--- src/rtl/pixel_swap_ctrl.sv ---
// Pixel stream channel permuter with frame tracking. Swaps the R/G/B byte order per frame,
// regenerates sof/eol from internal counters and flags marker mismatches.
module pixel_swap_ctrl #(
  parameter int H_PIX   = 1280,
  parameter int V_LINES = 720
) (
  input  logic        clk,
  input  logic        rst,
  input  logic [2:0]  cfg_mode,
  input  logic        cfg_valid,
  input  logic [23:0] s_pixel,
  input  logic        s_valid,
  input  logic        s_sof,
  input  logic        s_eol,
  output logic        s_ready,
  output logic [23:0] m_pixel,
  output logic        m_valid,
  output logic        m_sof,
  output logic        m_eol,
  input  logic        m_ready,
  output logic [2:0]  mode_active,
  output logic        busy,
  output logic        frame_done,
  output logic        err_sync
);
  localparam int XW = (H_PIX > 1) ? $clog2(H_PIX) : 1;
  localparam int YW = (V_LINES > 1) ? $clog2(V_LINES) : 1;
  localparam logic [0:0] ST_IDLE   = 1'b0;
  localparam logic [0:0] ST_ACTIVE = 1'b1;

  logic [0:0]    state_q, state_d;
  logic [XW-1:0] x_q, x_d;
  logic [YW-1:0] y_q, y_d;
  logic [2:0]    pend_q, pend_d, mode_q, mode_d, pend_eff_s;
  logic          mv_q, mv_d, msof_q, msof_d, meol_q, meol_d;
  logic          fd_q, fd_d, err_q, err_d;
  logic [23:0]   mpix_q, mpix_d;
  logic          in_xfer_s, x_last_s, y_last_s;

  // Output byte order {hi,mid,lo} selected by mode; unused codes pass RGB through.
  function automatic logic [23:0] permute(input logic [2:0] mode, input logic [23:0] px);
    logic [7:0] r, g, b;
    r = px[23:16];
    g = px[15:8];
    b = px[7:0];
    case (mode)
      3'd1:    permute = {r, b, g};
      3'd2:    permute = {g, r, b};
      3'd3:    permute = {g, b, r};
      3'd4:    permute = {b, r, g};
      3'd5:    permute = {b, g, r};
      default: permute = {r, g, b};
    endcase
  endfunction

  assign s_ready     = !mv_q || m_ready;
  assign in_xfer_s   = s_valid && s_ready;
  assign x_last_s    = (x_q == XW'(H_PIX - 1));
  assign y_last_s    = (y_q == YW'(V_LINES - 1));
  assign pend_eff_s  = cfg_valid ? cfg_mode : pend_q;

  // Next-state: frame tracking, counters, output register load/drain and event pulses.
  always_comb begin
    state_d = state_q;
    x_d     = x_q;
    y_d     = y_q;
    mode_d  = mode_q;
    pend_d  = pend_eff_s;
    mpix_d  = mpix_q;
    msof_d  = msof_q;
    meol_d  = meol_q;
    fd_d    = 1'b0;
    err_d   = 1'b0;
    if (mv_q && m_ready) begin
      mv_d = 1'b0;
    end else begin
      mv_d = mv_q;
    end
    if (in_xfer_s) begin
      if (s_sof) begin
        // A sof always (re)starts the frame; inside an active frame it is a sync error.
        err_d   = (state_q == ST_ACTIVE);
        state_d = ST_ACTIVE;
        mode_d  = pend_eff_s;
        x_d     = XW'(1'b1);
        y_d     = YW'(1'b0);
        mv_d    = 1'b1;
        mpix_d  = permute(pend_eff_s, s_pixel);
        msof_d  = 1'b1;
        meol_d  = 1'b0;
      end else if (state_q == ST_ACTIVE) begin
        mv_d   = 1'b1;
        mpix_d = permute(mode_q, s_pixel);
        msof_d = (x_q == XW'(1'b0)) && (y_q == YW'(1'b0));
        meol_d = x_last_s;
        if (s_eol != x_last_s) begin
          err_d   = 1'b1;
          state_d = ST_IDLE;
          x_d     = XW'(1'b0);
          y_d     = YW'(1'b0);
        end else if (x_last_s && y_last_s) begin
          fd_d    = 1'b1;
          state_d = ST_IDLE;
          x_d     = XW'(1'b0);
          y_d     = YW'(1'b0);
        end else if (x_last_s) begin
          x_d = XW'(1'b0);
          y_d = y_q + YW'(1'b1);
        end else begin
          x_d = x_q + XW'(1'b1);
          y_d = y_q;
        end
      end else begin
        state_d = ST_IDLE;
      end
    end else begin
      state_d = state_q;
    end
  end

  // State and output registers with synchronous reset.
  always_ff @(posedge clk) begin
    if (rst) begin
      state_q <= ST_IDLE;
      x_q     <= '0;
      y_q     <= '0;
      pend_q  <= 3'd0;
      mode_q  <= 3'd0;
      mv_q    <= 1'b0;
      mpix_q  <= 24'd0;
      msof_q  <= 1'b0;
      meol_q  <= 1'b0;
      fd_q    <= 1'b0;
      err_q   <= 1'b0;
    end else begin
      state_q <= state_d;
      x_q     <= x_d;
      y_q     <= y_d;
      pend_q  <= pend_d;
      mode_q  <= mode_d;
      mv_q    <= mv_d;
      mpix_q  <= mpix_d;
      msof_q  <= msof_d;
      meol_q  <= meol_d;
      fd_q    <= fd_d;
      err_q   <= err_d;
    end
  end

  assign m_pixel     = mpix_q;
  assign m_valid     = mv_q;
  assign m_sof       = msof_q;
  assign m_eol       = meol_q;
  assign mode_active = mode_q;
  assign busy        = (state_q == ST_ACTIVE);
  assign frame_done  = fd_q;
  assign err_sync    = err_q;
endmodule

--- config.mk ---
export PLATFORM = sky130hd
export DESIGN_NAME = pixel_swap_ctrl
export DESIGN_NICKNAME = d
export VERILOG_FILES = /design/src/rtl/pixel_swap_ctrl.sv
export SDC_FILE = /design/constraint.sdc
export NUM_CORES = 1
export LEC_CHECK = 0
export CORE_MARGIN = 1.5
export CORE_UTILIZATION = 43
export CTS_BUF_LIST = sky130_fd_sc_hd__clkbuf_8
export DETAILED_ROUTE_END_ITERATION = 8
export HOLD_SLACK_MARGIN = 0.1
export PLACE_DENSITY = 0.74
export SYNTH_ARGS = -nofsm -noshare
export SYNTH_HDL_FRONTEND = slang
export SYNTH_SLANG_ARGS = --single-unit
--- constraint.sdc ---
create_clock -name clk -period 1.85 [get_ports clk]
set_input_delay 0.4625 -clock clk [delete_from_list [all_inputs] [get_ports clk]]
set_output_delay 0.4625 -clock clk [all_outputs]
set_load 0.05 [all_outputs]
==> results of run 1 <==
-- path summary, 6_finish.rpt --
kind / startpoint / end / slack, ps / depth (start not counted)
worst min register to register: m_pixel[18] / m_pixel[18] / 500 / 2
worst max register to register: mode_active[2] / m_pixel[2] / 10 / 8
worst max-delay path: s_pixel[10] / m_pixel[2] / -40 / 6
worst min-delay path: m_pixel[18] / m_pixel[18] / 500 / 2
-- stage by stage --
| step | total power (W) | setup slack (ps) |
|---|---|---|
| after floorplan | 0.00217 | -0.507 |
| after global placement | 0.00277 | -503 |
| after detailed placement | 0.00280 | -543 |
| after CTS | 0.00419 | 10.4 |
| after global routing | 0.00442 | -33.0 |
| final | 0.00427 | -42.4 |
-- tightest hold or removal path: stages, from the launching register on --
cell and delay (ps):
dfxtp_1 310, nand3_1 60, nand3_1 70
-- cell usage after synthesis, drive strengths merged (3+ instances only) --
library cell	instances	share of area
xnor2	4	0.011
a211oi	19	0.036
nor2b	9	0.014
o31ai	6	0.011
dfxtp	57	0.29
or3	9	0.015
xor2	9	0.020
a22o	3	0.0066
or4	3	0.0066
o211ai	3	0.0056
a221o	4	0.010
o22ai	26	0.041
nor3	11	0.016
o32ai	3	0.0066
or2	3	0.0047
a22oi	10	0.019
nor4	5	0.0078
o221ai	19	0.042
mux2i	16	0.044
nand2	48	0.046
nand3	22	0.029
buf	17	0.025
a221oi	5	0.011
o221a	5	0.014
a21oi	12	0.015
nor2	46	0.043
nand2b	7	0.011
nand4	6	0.0094
clkbuf	14	0.016
ha	4	0.013
o21ai	28	0.035
a32oi	7	0.015
and4	3	0.0075
inv	13	0.012
mux2	11	0.031
-- layout make-up --
type / count / area, um2 / area share
Inverter: 14 / 56.3 / 0.00918
Sequential cell: 57 / 1150 / 0.188
Clock buffer: 9 / 124 / 0.0202
Multi-Input combinational cell: 395 / 2800 / 0.456
Timing Repair Buffer: 204 / 1770 / 0.288
Clock inverter: 7 / 103 / 0.0167
Tap cell: 108 / 135 / 0.0220
-- flip-flops by register name (all words and copies together) (netlist names), 3 cells and up --
register     flops
m_pixel         24
x_q             11
y_q             10
mode_active      3
pend_q           3
-- layer usage --
metal	track usage	vias to the layer above
li1	-	2303
met1	0.364	2365
met2	0.483	371
met3	0.0611	96
met4	0.131	0
met5	0	-
-- logic make-up (layout without fill, tap and decap cells) --
family | Yosys count | after routing | share of synthesized area
and+or+nand+nor | 186 | 187 | 0.246
xor gates and xnor gates | 13 | 13 | 0.0304
DFF | 57 | 57 | 0.286
AOI/OAI and AO/OA | 164 | 164 | 0.296
adders and majority gates | 4 | 4 | 0.0125
muxes | 27 | 27 | 0.0751
buffers and inverters | 45 | 234 | 0.0539
-- repair_timing --
item                       CTS  global route
cloned                       1             1
buffers inserted             6             6
setup endpoints to repair   40            39
resized for setup           20            27
pin swaps                    5             4
-- power groups by stage --
stage | Combinational, W | Clock [W] | Sequential (W)
floorplan | 0.000526 | 0 | 0.00164
global placement | 0.00136 | 0 | 0.00141
detailed placement | 0.00139 | 0 | 0.00141
CTS | 0.00144 | 0.00136 | 0.00138
global route | 0.00160 | 0.00143 | 0.00139
finish | 0.00153 | 0.00135 | 0.00139
==> qor.yml, run 1 <==
run_status: "finished with violations"
violations: "negative setup slack"
start_util: 0.452
worstPathCellList: "clkdlybuf4s50_1, mux2i_1, a221o_1, a2111oi_1, a21oi_1, o22ai_1"
clockBufferDepth: 2
place.gp.congestion: 0.987
drt-initial-drc-count: 643
cpPeakStageDelay_ps: 540
fin_crit_ps: 1890
pwr-share-seq: 0.325
setup_viol_count_final: 2
layout_commonest_cell: "buf_4"
path_max_fanout: 3
ant_nets: 0
clk_pin_slew_ps: 70
intPower_w: 0.00274
crit_arrival_ps: 2160
fillCellCount: 682
cp-start-kind: "input port"
ys_types: 73
fin_util: 0.693
stdcell_area_um2: 6130
holdWs_ps: 498
area_growth_pct: 53.5
crit_path_end_kind: "flip-flop"
diodes: 0
cts_tree: "built"
syn_nets: 534
port_buffers: 67
drc_errors: 0
ctsHoldBuffers: 0
max_freq_ghz: 0.528
crit_family: "compound AO/OA/AOI/OAI gates"
crit_slowest_cell: "clkdlybuf4s50_1"
grt_pass1_vias: 4890
switchingPower_w: 0.00153
route.final.wire_length_mm: 15.1
antenna_found_initial: 0
fin_nets: 719
rows: 34
place_area_um2: 5600
layout-drive-gt1-share: 0.367
grt_max_degree: 18
post_drt_wl_per_cell_um: 19.0
wl_met3_mm: 1.54
grt_pass1_wl_mm: 23.2
mappedNetlistArea_um2: 4000
peakVddDrop_mv: 0.385
worstHoldPathType: "flip-flop to flip-flop"
clk-insertion-delay-late_ps: 350
die_y_um: 99.4
pin_count: 68
finalCritPeriodShare: 1.02
leakagePower_nw: 2.51
syn_inst: 496
placed_cells: 764
worst_pin_slew_ps: 604
core-area_um2: 8850
synth-edff-count: 0
critPathBufInv: 1
synth-seq-area-share: 0.286
synthArstFlopShare: 0
finClkSkew_ps: 15.2
final_cell_mix: "155 x buf_4, 52 x dfxtp_1, 45 x nand2_1"
layout.cells.non_filler: 794
grt.total_usage: 0.291
hold_viol: 0
drt-met1-wl_mm: 5.84
dr.pass1.iters: 6
synth.avg_cell_area_um2: 8.06
numCtsBuffers: 9
dr_total_vias: 5135
synth_warnings: 0
required_ps: 2120
dieArea_um2: 9880
slew_headroom: 0.596
pwr-share-comb: 0.359
overflow: 0
top_layer_used: "met4"
numClockSinks: 57
tns_ps: -65.6
die_w_um: 99.4
power.density_nw_per_um2: 696
via_per_inst: 6.47
cts_root_buf: "clkbuf_8"
wl_met2_mm: 6.99
path_class: "input port to flip-flop"
drv_cap: 0
ys_dominant_reg_cell: "dfxtp_1"
ys_ff_latch: 57
timing.final.ws_setup_ps: -42.4
htreeDepth: 3
p_sw_frac: 0.359
finalMaxSlewViolations: 0
clkPwrFrac: 0.316
place_hpwl_mm: 10.5
Note: power is estimated with default switching activity, not from simulation.
==> inputs of run 2 (changes only) <==
--- a/config.mk
+++ b/config.mk
@@ -9,8 +9,10 @@
 export CORE_UTILIZATION = 43
 export CTS_BUF_LIST = sky130_fd_sc_hd__clkbuf_8
 export DETAILED_ROUTE_END_ITERATION = 8
+export GPL_ROUTABILITY_DRIVEN = 0
 export HOLD_SLACK_MARGIN = 0.1
 export PLACE_DENSITY = 0.74
 export SYNTH_ARGS = -nofsm -noshare
 export SYNTH_HDL_FRONTEND = slang
 export SYNTH_SLANG_ARGS = --single-unit
+export TNS_END_PERCENT = 50
==> qor.yml, run 2 (synthesis gave the netlist of run 1 again) <==
antenna_found_initial: 0  # unchanged
reg2reg_to: "m_pixel[11]"  # was m_pixel[2]
path_max_fanout: 10  # was 3
grt_pass1_wl_mm: 23.2  # about the same
fin_nets: 712  # was 719
regToRegSetupSlack_ps: 20  # was 10 ps
final_cell_mix: "151 x buf_4, 52 x dfxtp_1, 46 x nand2_1"  # was 155 x buf_4, 52 x dfxtp_1, 45 x nand2_1
crit_arrival_ps: 2170  # was 2160 ps
power.density_nw_per_um2: 703  # was 696 nW/um2
dr_total_vias: 4922  # was 5135
worst-r2r-cell-count: 6  # was 8
grt_max_degree: 31  # was 18
critPathCapture: "m_pixel[4]"  # was m_pixel[2]
dr.pass1.iters: 7  # was 6
place_area_um2: 5610  # was 5600 um2
cp-start-kind: "input port"  # unchanged
layout_commonest_cell: "buf_4"  # unchanged
largest_reg_flops: 24  # unchanged
port_buffers: 67  # unchanged
post_drt_wl_per_cell_um: 18.0  # was 19.0 um
leakagePower_nw: 2.45  # was 2.51 nW
start_util: 0.452  # unchanged
finalCritPeriodShare: 1.02  # about the same
clk-insertion-delay-late_ps: 350  # about the same
clockBufferDepth: 2  # unchanged
overflow: 0  # unchanged
ant_nets: 0  # unchanged
r2r-start: "mode_active[2]"  # unchanged
worstHoldPathType: "flip-flop to flip-flop"  # unchanged
place_hpwl_mm: 10.4  # was 10.5 mm
numCtsBuffers: 9  # unchanged
grt_pass1_vias: 4697  # was 4890
setup_viol_count_final: 3  # was 2
drv_cap: 0  # unchanged
required_ps: 2120  # about the same
finalMaxSlewViolations: 0  # unchanged
worst_pin_slew_ps: 603  # was 604 ps
area_growth_pct: 50.3  # was 53.5%
finClkSkew_ps: 12.4  # was 15.2 ps
pin_count: 68  # unchanged
stdcell_area_um2: 6000  # was 6130 um2
route.final.wire_length_mm: 14.2  # was 15.1 mm
diodes: 0  # unchanged
path_class: "input port to flip-flop"  # unchanged
run_status: "finished with violations"  # unchanged
fillCellCount: 721  # was 682
clk_pin_slew_ps: 70  # about the same
rows: 34  # unchanged
layout-drive-gt1-share: 0.349  # was 0.367
cts_tree: "built"  # unchanged
die_y_um: 99.4  # unchanged
peakVddDrop_mv: 0.427  # was 0.385 mV
htreeDepth: 3  # unchanged
total_power_w: 0.00422  # was 0.00427 W
die_w_um: 99.4  # unchanged
holdWs_ps: 505  # was 498 ps
slew_headroom: 0.597  # was 0.596
dieArea_um2: 9880  # unchanged
violations: "negative setup slack"  # unchanged
fin_crit_ps: 1900  # was 1890 ps
numClockSinks: 57  # unchanged
hold_viol: 0  # unchanged
max_freq_ghz: 0.528  # about the same
drc_errors: 0  # unchanged
drt-initial-drc-count: 391  # was 643
cts_root_buf: "clkbuf_8"  # unchanged
cp-startpoint: "s_sof"  # was s_pixel[10]
rsz0062_at_grt: "yes"
grt.total_usage: 0.290  # was 0.291
crit_path_end_kind: "flip-flop"  # unchanged
tns_ps: -92.0  # was -65.6 ps
via_per_inst: 6.25  # was 6.47
timing.final.ws_setup_ps: -45.7  # was -42.4 ps
core-area_um2: 8850  # unchanged
[run 2: critical path, cell delays in order]
cell and delay (ps):
clkdlybuf4s50_1 530, nor2_1 90, or3_4 410, buf_4 200, a211oi_1 210, a22oi_1 110
o22ai_1 150
[run 2: final cells by class]
type / count / area, um2 / area share
inverter: 14 / 56.3 / 0.00938
timing repair buffer: 198 / 1690 / 0.282
tap: 108 / 135 / 0.0225
clock inverter: 7 / 104 / 0.0173
sequential: 57 / 1150 / 0.192
multi-input combinational: 394 / 2740 / 0.456
clock buffer: 9 / 124 / 0.0206
[run 2: per-layer routing]
metal	vias up	GRT usage	routed length [um]
li1	2272	-	-
met1	2306	0.378	5950
met2	303	0.470	6540
met3	41	0.0689	1260
met4	0	0.0997	401
met5	-	0	0
[run 2: power by group]
| group | internal [W] | total, W | switching, W |
|---|---|---|---|
| sequential | 0.00131 | 0.00139 | 0.0000796 |
| clock | 0.000772 | 0.00136 | 0.000592 |
| combinational | 0.000629 | 0.00147 | 0.000840 |
[run 2: how the worst min path moves through the flow]
stage | startpoint | endpoint | slack, ps | cells past startpoint
3_3_place_gp | m_pixel[19] | m_pixel[19] | 490 | 2
2_1_floorplan | x_q[1] | x_q[1] | 450 | 2
3_5_place_dp | m_pixel[19] | m_pixel[19] | 490 | 2
6_report | m_pixel[22] | m_pixel[22] | 510 | 2
5_1_grt | m_pixel[19] | m_pixel[19] | 530 | 2
4_1_cts | m_pixel[19] | m_pixel[19] | 510 | 2
[run 2: what timing repair did]
action,4_1_cts,5_1_grt
endpoints found under the hold margin,0,0
gates resized for setup,16,18
endpoints found under the setup margin,38,36
hold buffers,0,0
setup buffers,3,4
pin swaps,4,2
[run 2: stage by stage]
stage               setup slack [ps]  cells  utilization
floorplan                     -0.507    496            -
global placement                -487    765        0.634
detailed placement              -562    765        0.634
CTS                             3.43    784        0.669
global route                   -75.9    787        0.679
finish                         -45.7    787        0.679
